### src/rtl/game_pkg.sv
`default_nettype none
// -----------------------------------------------------------------------------
// game_pkg : shared state codes, LFSR seed and width-mask helper for the game
// Rev 1.0
// -----------------------------------------------------------------------------
package game_pkg;

  typedef enum logic [2:0] {
    ST_IDLE    = 3'd0,
    ST_GREET   = 3'd1,
    ST_COUNT   = 3'd2,
    ST_PLAY    = 3'd3,
    ST_JUDGE   = 3'd4,
    ST_VICTORY = 3'd5,
    ST_FAIL    = 3'd6
  } state_t;

  localparam logic [7:0] LFSR_SEED = 8'hA5;

  // Low `width` bits set, saturating at 8.
  function automatic logic [7:0] level_mask(input int width);
    logic [7:0] m;
    m = '0;
    for (int i = 0; i < 8; i++) begin
      if (i < width) m[i] = 1'b1;
    end
    return m;
  endfunction

endpackage
`default_nettype wire

### src/rtl/lfsr8.sv
`default_nettype none
// -----------------------------------------------------------------------------
// lfsr8 : free-running 8-bit Fibonacci LFSR, taps 8,6,5,4, loads seed on reset
// Rev 1.0
// -----------------------------------------------------------------------------
module lfsr8 (
  input  logic       clk,
  input  logic       rst_n,
  input  logic [7:0] seed,
  output logic [7:0] q
);

  always_ff @(posedge clk or negedge rst_n) begin
    if (!rst_n) q <= seed;
    else        q <= {q[6:0], q[7] ^ q[5] ^ q[4] ^ q[3]};
  end

endmodule
`default_nettype wire

### src/rtl/guess_game_ctrl.sv
`default_nettype none
// -----------------------------------------------------------------------------
// guess_game_ctrl : multi-level guessing game with countdown and LFSR target.
// Define GUESS_HINT_EN to add the hint[1:0] output. Rev 1.0
// -----------------------------------------------------------------------------
module guess_game_ctrl
  import game_pkg::*;
#(
  parameter int NUM_LEVELS = 3,
  parameter int BASE_WIDTH = 5,
  parameter int TICK_DIV   = 50_000_000,
  parameter int COUNTDOWN  = 3,
  parameter int MAX_TRIES  = 4
) (
  input  logic       clk,
  input  logic       rst_n,
  input  logic       enable,
  input  logic       start,
  input  logic       submit,
  input  logic [7:0] guess,
  output logic [2:0] state_o,
  output logic [1:0] level_o,
  output logic [3:0] count_o,
  output logic [2:0] tries_o,
  output logic [7:0] secret_o,
  output logic       beep,
  output logic       win,
  output logic       fail
`ifdef GUESS_HINT_EN
  ,
  output logic [1:0] hint
`endif
);

  localparam int               DIV_W    = (TICK_DIV > 1) ? $clog2(TICK_DIV) : 1;
  localparam logic [DIV_W-1:0] DIV_LAST = DIV_W'(TICK_DIV - 1);

  state_t           state, state_nx;
  logic [7:0]       lfsr_q;
  logic [DIV_W-1:0] div_cnt;
  logic [7:0]       cur_mask, guess_m;
  logic [1:0]       level_nx;
  logic             tick, match, last_try, last_level, enter_count;

  lfsr8 u_lfsr (
    .clk   (clk),
    .rst_n (rst_n),
    .seed  (LFSR_SEED),
    .q     (lfsr_q)
  );

  assign cur_mask    = level_mask(BASE_WIDTH + int'(level_o));
  assign guess_m     = guess & cur_mask;
  assign match       = (guess_m == secret_o);
  assign last_try    = (int'(tries_o) + 1 == MAX_TRIES);
  assign last_level  = (int'(level_o) == NUM_LEVELS - 1);
  assign tick        = (div_cnt == DIV_LAST);
  assign enter_count = (state_nx == ST_COUNT) && (state != ST_COUNT);
  // Only a correct judge advances the level; every other COUNT entry restarts at 0.
  assign level_nx    = (state == ST_JUDGE) ? level_o + 2'd1 : 2'd0;
  assign state_o     = state;

  always_ff @(posedge clk or negedge rst_n) begin
    if (!rst_n) state <= ST_IDLE;
    else        state <= state_nx;
  end

  always_comb begin
    state_nx = state;
    if (!enable) begin
      state_nx = ST_IDLE;
    end else begin
      case (state)
        ST_IDLE:                       state_nx = ST_GREET;
        ST_GREET, ST_VICTORY, ST_FAIL: if (start) state_nx = ST_COUNT;
        ST_COUNT: begin
          if (count_o == 4'd0 || (tick && count_o == 4'd1)) state_nx = ST_PLAY;
        end
        ST_PLAY: begin
          if (start)       state_nx = ST_COUNT;
          else if (submit) state_nx = ST_JUDGE;
        end
        ST_JUDGE: begin
          if (match) state_nx = last_level ? ST_VICTORY : ST_COUNT;
          else       state_nx = last_try   ? ST_FAIL    : ST_PLAY;
        end
        default:                       state_nx = ST_IDLE;
      endcase
    end
  end

  always_ff @(posedge clk or negedge rst_n) begin
    if (!rst_n) begin
      level_o  <= '0;
      count_o  <= '0;
      tries_o  <= '0;
      secret_o <= '0;
      div_cnt  <= '0;
      beep     <= 1'b0;
      win      <= 1'b0;
      fail     <= 1'b0;
    end else begin
      beep <= (state_nx == ST_JUDGE);
      win  <= (state_nx == ST_VICTORY);
      fail <= (state_nx == ST_FAIL);
      if (state_nx == ST_IDLE) begin
        level_o  <= '0;
        count_o  <= '0;
        tries_o  <= '0;
        secret_o <= '0;
        div_cnt  <= '0;
      end else if (enter_count) begin
        level_o  <= level_nx;
        tries_o  <= '0;
        count_o  <= 4'(COUNTDOWN);
        div_cnt  <= '0;
        secret_o <= lfsr_q & level_mask(BASE_WIDTH + int'(level_nx));
      end else if (state == ST_COUNT) begin
        if (state_nx != ST_COUNT) begin
          count_o <= '0;
          div_cnt <= '0;
        end else if (tick) begin
          count_o <= count_o - 4'd1;
          div_cnt <= '0;
        end else begin
          div_cnt <= div_cnt + 1'b1;
        end
      end else if (state == ST_JUDGE) begin
        tries_o <= match ? 3'd0 : tries_o + 3'd1;
      end
    end
  end

`ifdef GUESS_HINT_EN
  always_ff @(posedge clk or negedge rst_n) begin
    if (!rst_n) begin
      hint <= 2'b00;
    end else if (state_nx == ST_IDLE || enter_count) begin
      hint <= 2'b00;
    end else if (state == ST_JUDGE) begin
      if (guess_m < secret_o)      hint <= 2'b01;
      else if (guess_m > secret_o) hint <= 2'b10;
      else                         hint <= 2'b00;
    end
  end
`endif

endmodule
`default_nettype wire
### config.mk
export PLATFORM = sky130hd
export DESIGN_NAME = guess_game_ctrl
export DESIGN_NICKNAME = d
export VERILOG_FILES = /design/src/rtl/game_pkg.sv /design/src/rtl/lfsr8.sv /design/src/rtl/guess_game_ctrl.sv
export SDC_FILE = /design/constraint.sdc
export NUM_CORES = 1
export LEC_CHECK = 0
export BUFFER_PORTS_ARGS = -buffer_cell sky130_fd_sc_hd__buf_2
export CAP_MARGIN = 15
export CORE_MARGIN = 1
export CORE_UTILIZATION = 59
export CTS_CLUSTER_DIAMETER = 40
export DETAILED_ROUTE_END_ITERATION = 6
export PLACE_DENSITY = 0.8
export REMOVE_ABC_BUFFERS = 1
export SLEW_MARGIN = 20
export SYNTH_ARGS = -nofsm -noshare
export SYNTH_HDL_FRONTEND = slang
export SYNTH_SLANG_ARGS = --single-unit
### constraint.sdc
create_clock -name clk -period 4.18 [get_ports clk]
set_clock_uncertainty 0.2 [all_clocks]
set_input_delay 0.209 -clock clk [delete_from_list [all_inputs] [get_ports clk]]
set_output_delay 0.209 -clock clk [all_outputs]
set_load 0.1 [all_outputs]
==> qor.yml <==
r2r_setup_slack_ns: 0.66
status: "finished, final reports clean"
yosys-top-cells-area: "dfrtp_1 40%, ha_1 3.8%, nor3_1 3.6%"
synth_top_area_share_pct: 40.12
power_leakage_nw: 1.729
antenna_found_initial: 0
power_density_nw_per_um2: 380.4
clock.fmax_ghz: 0.2842
clk_pin_slew_worst_paths_ns: 0.07
yosys.area_share.adder_pct: 3.785
slew_viol_final: 0
wl_per_cell_um: 15.48
clock-sinks: 57
clockRootBuffer: "clkbuf_8"
crit-reg2reg-launch: "level_o[0]"
async_flop_share_pct: 100.0
grt-ovfl-total: 0
hpwl_mm: 4.790
multi_input_area_um2: 1697
reg2reg_to: "div_cnt[14]"
grt_use_total_pct: 26.68
fp.dieH_um: 76.85
synth-xor-area-share_pct: 2.914
grt_pass1_wl_mm: 12.33
portBuffers: 35
cts_buffer_depth: 2
setup_viol: 0
slew_headroom_pct: 41.92
start_kind: "flip-flop"
regArea_um2: 1431
cp.required_ns: 4.21
hold_viol_final: 0
grt_max_degree: 58
synth_edf_count: 0
ant_nets: 0
fillers: 409
start_util_pct: 63.12
post_drt_via_cell_ratio: 5.994
cts_setup_buffers: 0
rsz0062_at_grt: "no"
numCtsBuffers: 9
placed_area_um2: 3481
clock_latency_ns: 0.35
hp-start: "start"
gp_congestion: 0.8489
final_cell_area_um2: 3719
synth_cell_type_count: 58
ys_seq_area_share_pct: 43.30
setup.worst_path.start: "level_o[0]"
h-tree-depth: 3
cts_tree: "yes"
synth_cells: 351
drtIter0Drc: 216
post-route-min-period_ns: 3.518
crit_arrival_ns: 3.54
final_nets: 410
ir_drop_mv: 0.3140
tns_ns: 0
grt_pass1_vias: 2545
synth_compound_area_share_pct: 15.67
diodes: 0
boundaryPins: 36
ys_ff_latch: 57
syn_area_um2: 3306
tightest_slew_ns: 0.8712
reg2regPathDepth: 9
crit_type: "flip-flop to flip-flop"
first_pass_iters: 4
ys_warn_count: 0
crit_path_top_delay_cell: "or3_1"
yosysTopAreaCell: "dfrtp_1"
synth-simple-area-share_pct: 26.23
layout-drive-gt1-share_pct: 19.90
synthFlopType: "dfrtp_1"
synth_top_family_by_area: "simple AND/OR/NAND/NOR gates"
rows: 26
drt_wl_total_mm: 7.153
hold_class: "input pin to flip-flop"
cp_slowest_stage_delay_ns: 0.52
core_area_um2: 5238
cp_max_fo: 18
die-area_um2: 5906
finalCritPeriodShare_pct: 84.17
die_w_um: 76.85
drc: 0
path_cells: "inv_1, ha_1, o21ai_1, xnor2_1, nor4_4, mux2i_1, or3_1, o21a_1, a221o_2"
cp-endpoint: "div_cnt[14]"
muxShareOfSynthArea_pct: 2.725
critPathCaptureType: "flip-flop"
area_growth_pct: 12.49
vias: 2769
avgSynthCellArea_um2: 9.418
drv_cap: 0
synth_stat cells, types with 2 or more instances:
master     instances
nor4b_1            3
and4_1             2
and3_2             8
a31oi_1            3
mux2i_1            9
and2_1             3
dfstp_2            4
and3_1             8
a22o_2             2
a211o_1           11
nand2b_1           4
buf_6              2
buf_4              6
nand2_1           30
xnor2_1           10
a21oi_1           15
o21ai_0           19
inv_1             20
nor3_1            24
o21ai_1            2
o2bb2ai_1          2
dfrtp_1           53
or3b_2             2
or3_1              6
nor2_1            16
o21a_1             2
clkbuf_1           4
o211ai_1           3
or4_1              3
or2_2              2
ha_1              10
o31ai_1            3
nor2b_1            6
nor4_1             4
nand4_1            6
a21o_1             6
nand3_1           17
through the flow:
stage | power [W] | instances | hold slack [ns] | setup slack, ns | util (%)
CTS | 0.001420 | 462 | 0.03377 | 0.6486 | 71.00
floorplan | 0.0007765 | 337 | -0.2866 | 0.06730 | -
finish | 0.001415 | 462 | 0.03749 | 0.6617 | 71.00
global placement | 0.0008411 | 444 | 0.1627 | 0.7733 | 66.46
global route | 0.001458 | 462 | 0.07916 | 0.4233 | 71.00
detailed placement | 0.0008455 | 444 | 0.1608 | 0.6517 | 66.46
metal layers:
layer	global-route usage [%]	wire, um
met2	40.54	3344
met3	4.286	297
met5	0	0
met4	12.31	123
met1	37.33	3387
cell usage in the layout (no fill, tap or decap), types with 4 or more instances in the layout:
cell type	Yosys	layout
or3_1	6	6
nand2b_1	4	4
nor2b_1	6	6
nand3_1	17	17
nor4_1	4	4
inv_1	20	20
and3_2	8	8
a21oi_1	15	15
dfrtp_1	53	53
clkbuf_8	0	9
a211o_1	11	11
dfstp_2	4	4
nand4_1	6	6
nand2_1	30	30
and3_1	8	8
mux2i_1	9	9
ha_1	10	10
nor2_1	16	16
buf_2	1	35
nor3_1	24	24
o21ai_0	19	19
a21o_1	6	6
xnor2_1	10	10
cell type report:
class                   count  share of cell area [%]
multi-input cells         260                   45.63
flip-flops and latches     57                   38.49
inverters                  20                   2.019
clock inverters             7                   2.524
clock buffers               9                   3.331
repair buffers             39                   5.653
well taps                  70                   2.355
sequential cells by signal, indices dropped and copies added (netlist names):
signal,flops
count_o,4
tries_o,3
secret_o,8
div_cnt,26
fail,1
beep,1
state_o,3
win,1
u_lfsr.q,8
level_o,2
worst max-delay path, delay by kind of cell, from the launching register on:
family	cells	cell delay [ns]
buffers and inverters	1	0.13
XOR/XNOR	1	0.11
adder cells (fa/ha/maj)	1	0.21
AND/OR/NAND/NOR	2	0.99
flip-flops	1	0.43
multiplexers	1	0.19
AO/OA/AOI/OAI	3	1.12
where the power goes:
part | switching (W) | internal, W | total, W
Clock | 0.000242 | 0.000335 | 0.000577
Combinational | 0.000193 | 0.0000598 | 0.000253
Sequential | 0.0000221 | 0.000563 | 0.000585
cells by family after synthesis:
family	count (synthesis)
mux	9
simple gates	153
fa+ha+maj	10
buf+inv	34
flops	57
xor+xnor	11
compound gates	77
timing repair:
action | CTS | global route
hold endpoints to repair | 54 | 0
hold buffers | 2 | 0
resized for setup | 0 | 0
worst min-delay path by stage:
stage                   to  slack (ns)  cells after the start
2_1_floorplan         beep       -0.29                      0
3_3_place_gp   u_lfsr.q[7]        0.16                      0
3_5_place_dp   u_lfsr.q[7]        0.16                      0
4_1_cts               beep        0.03                      4
5_1_grt               beep        0.08                      4
6_report              beep        0.04                      4
(Power assumes the default switching activity.)
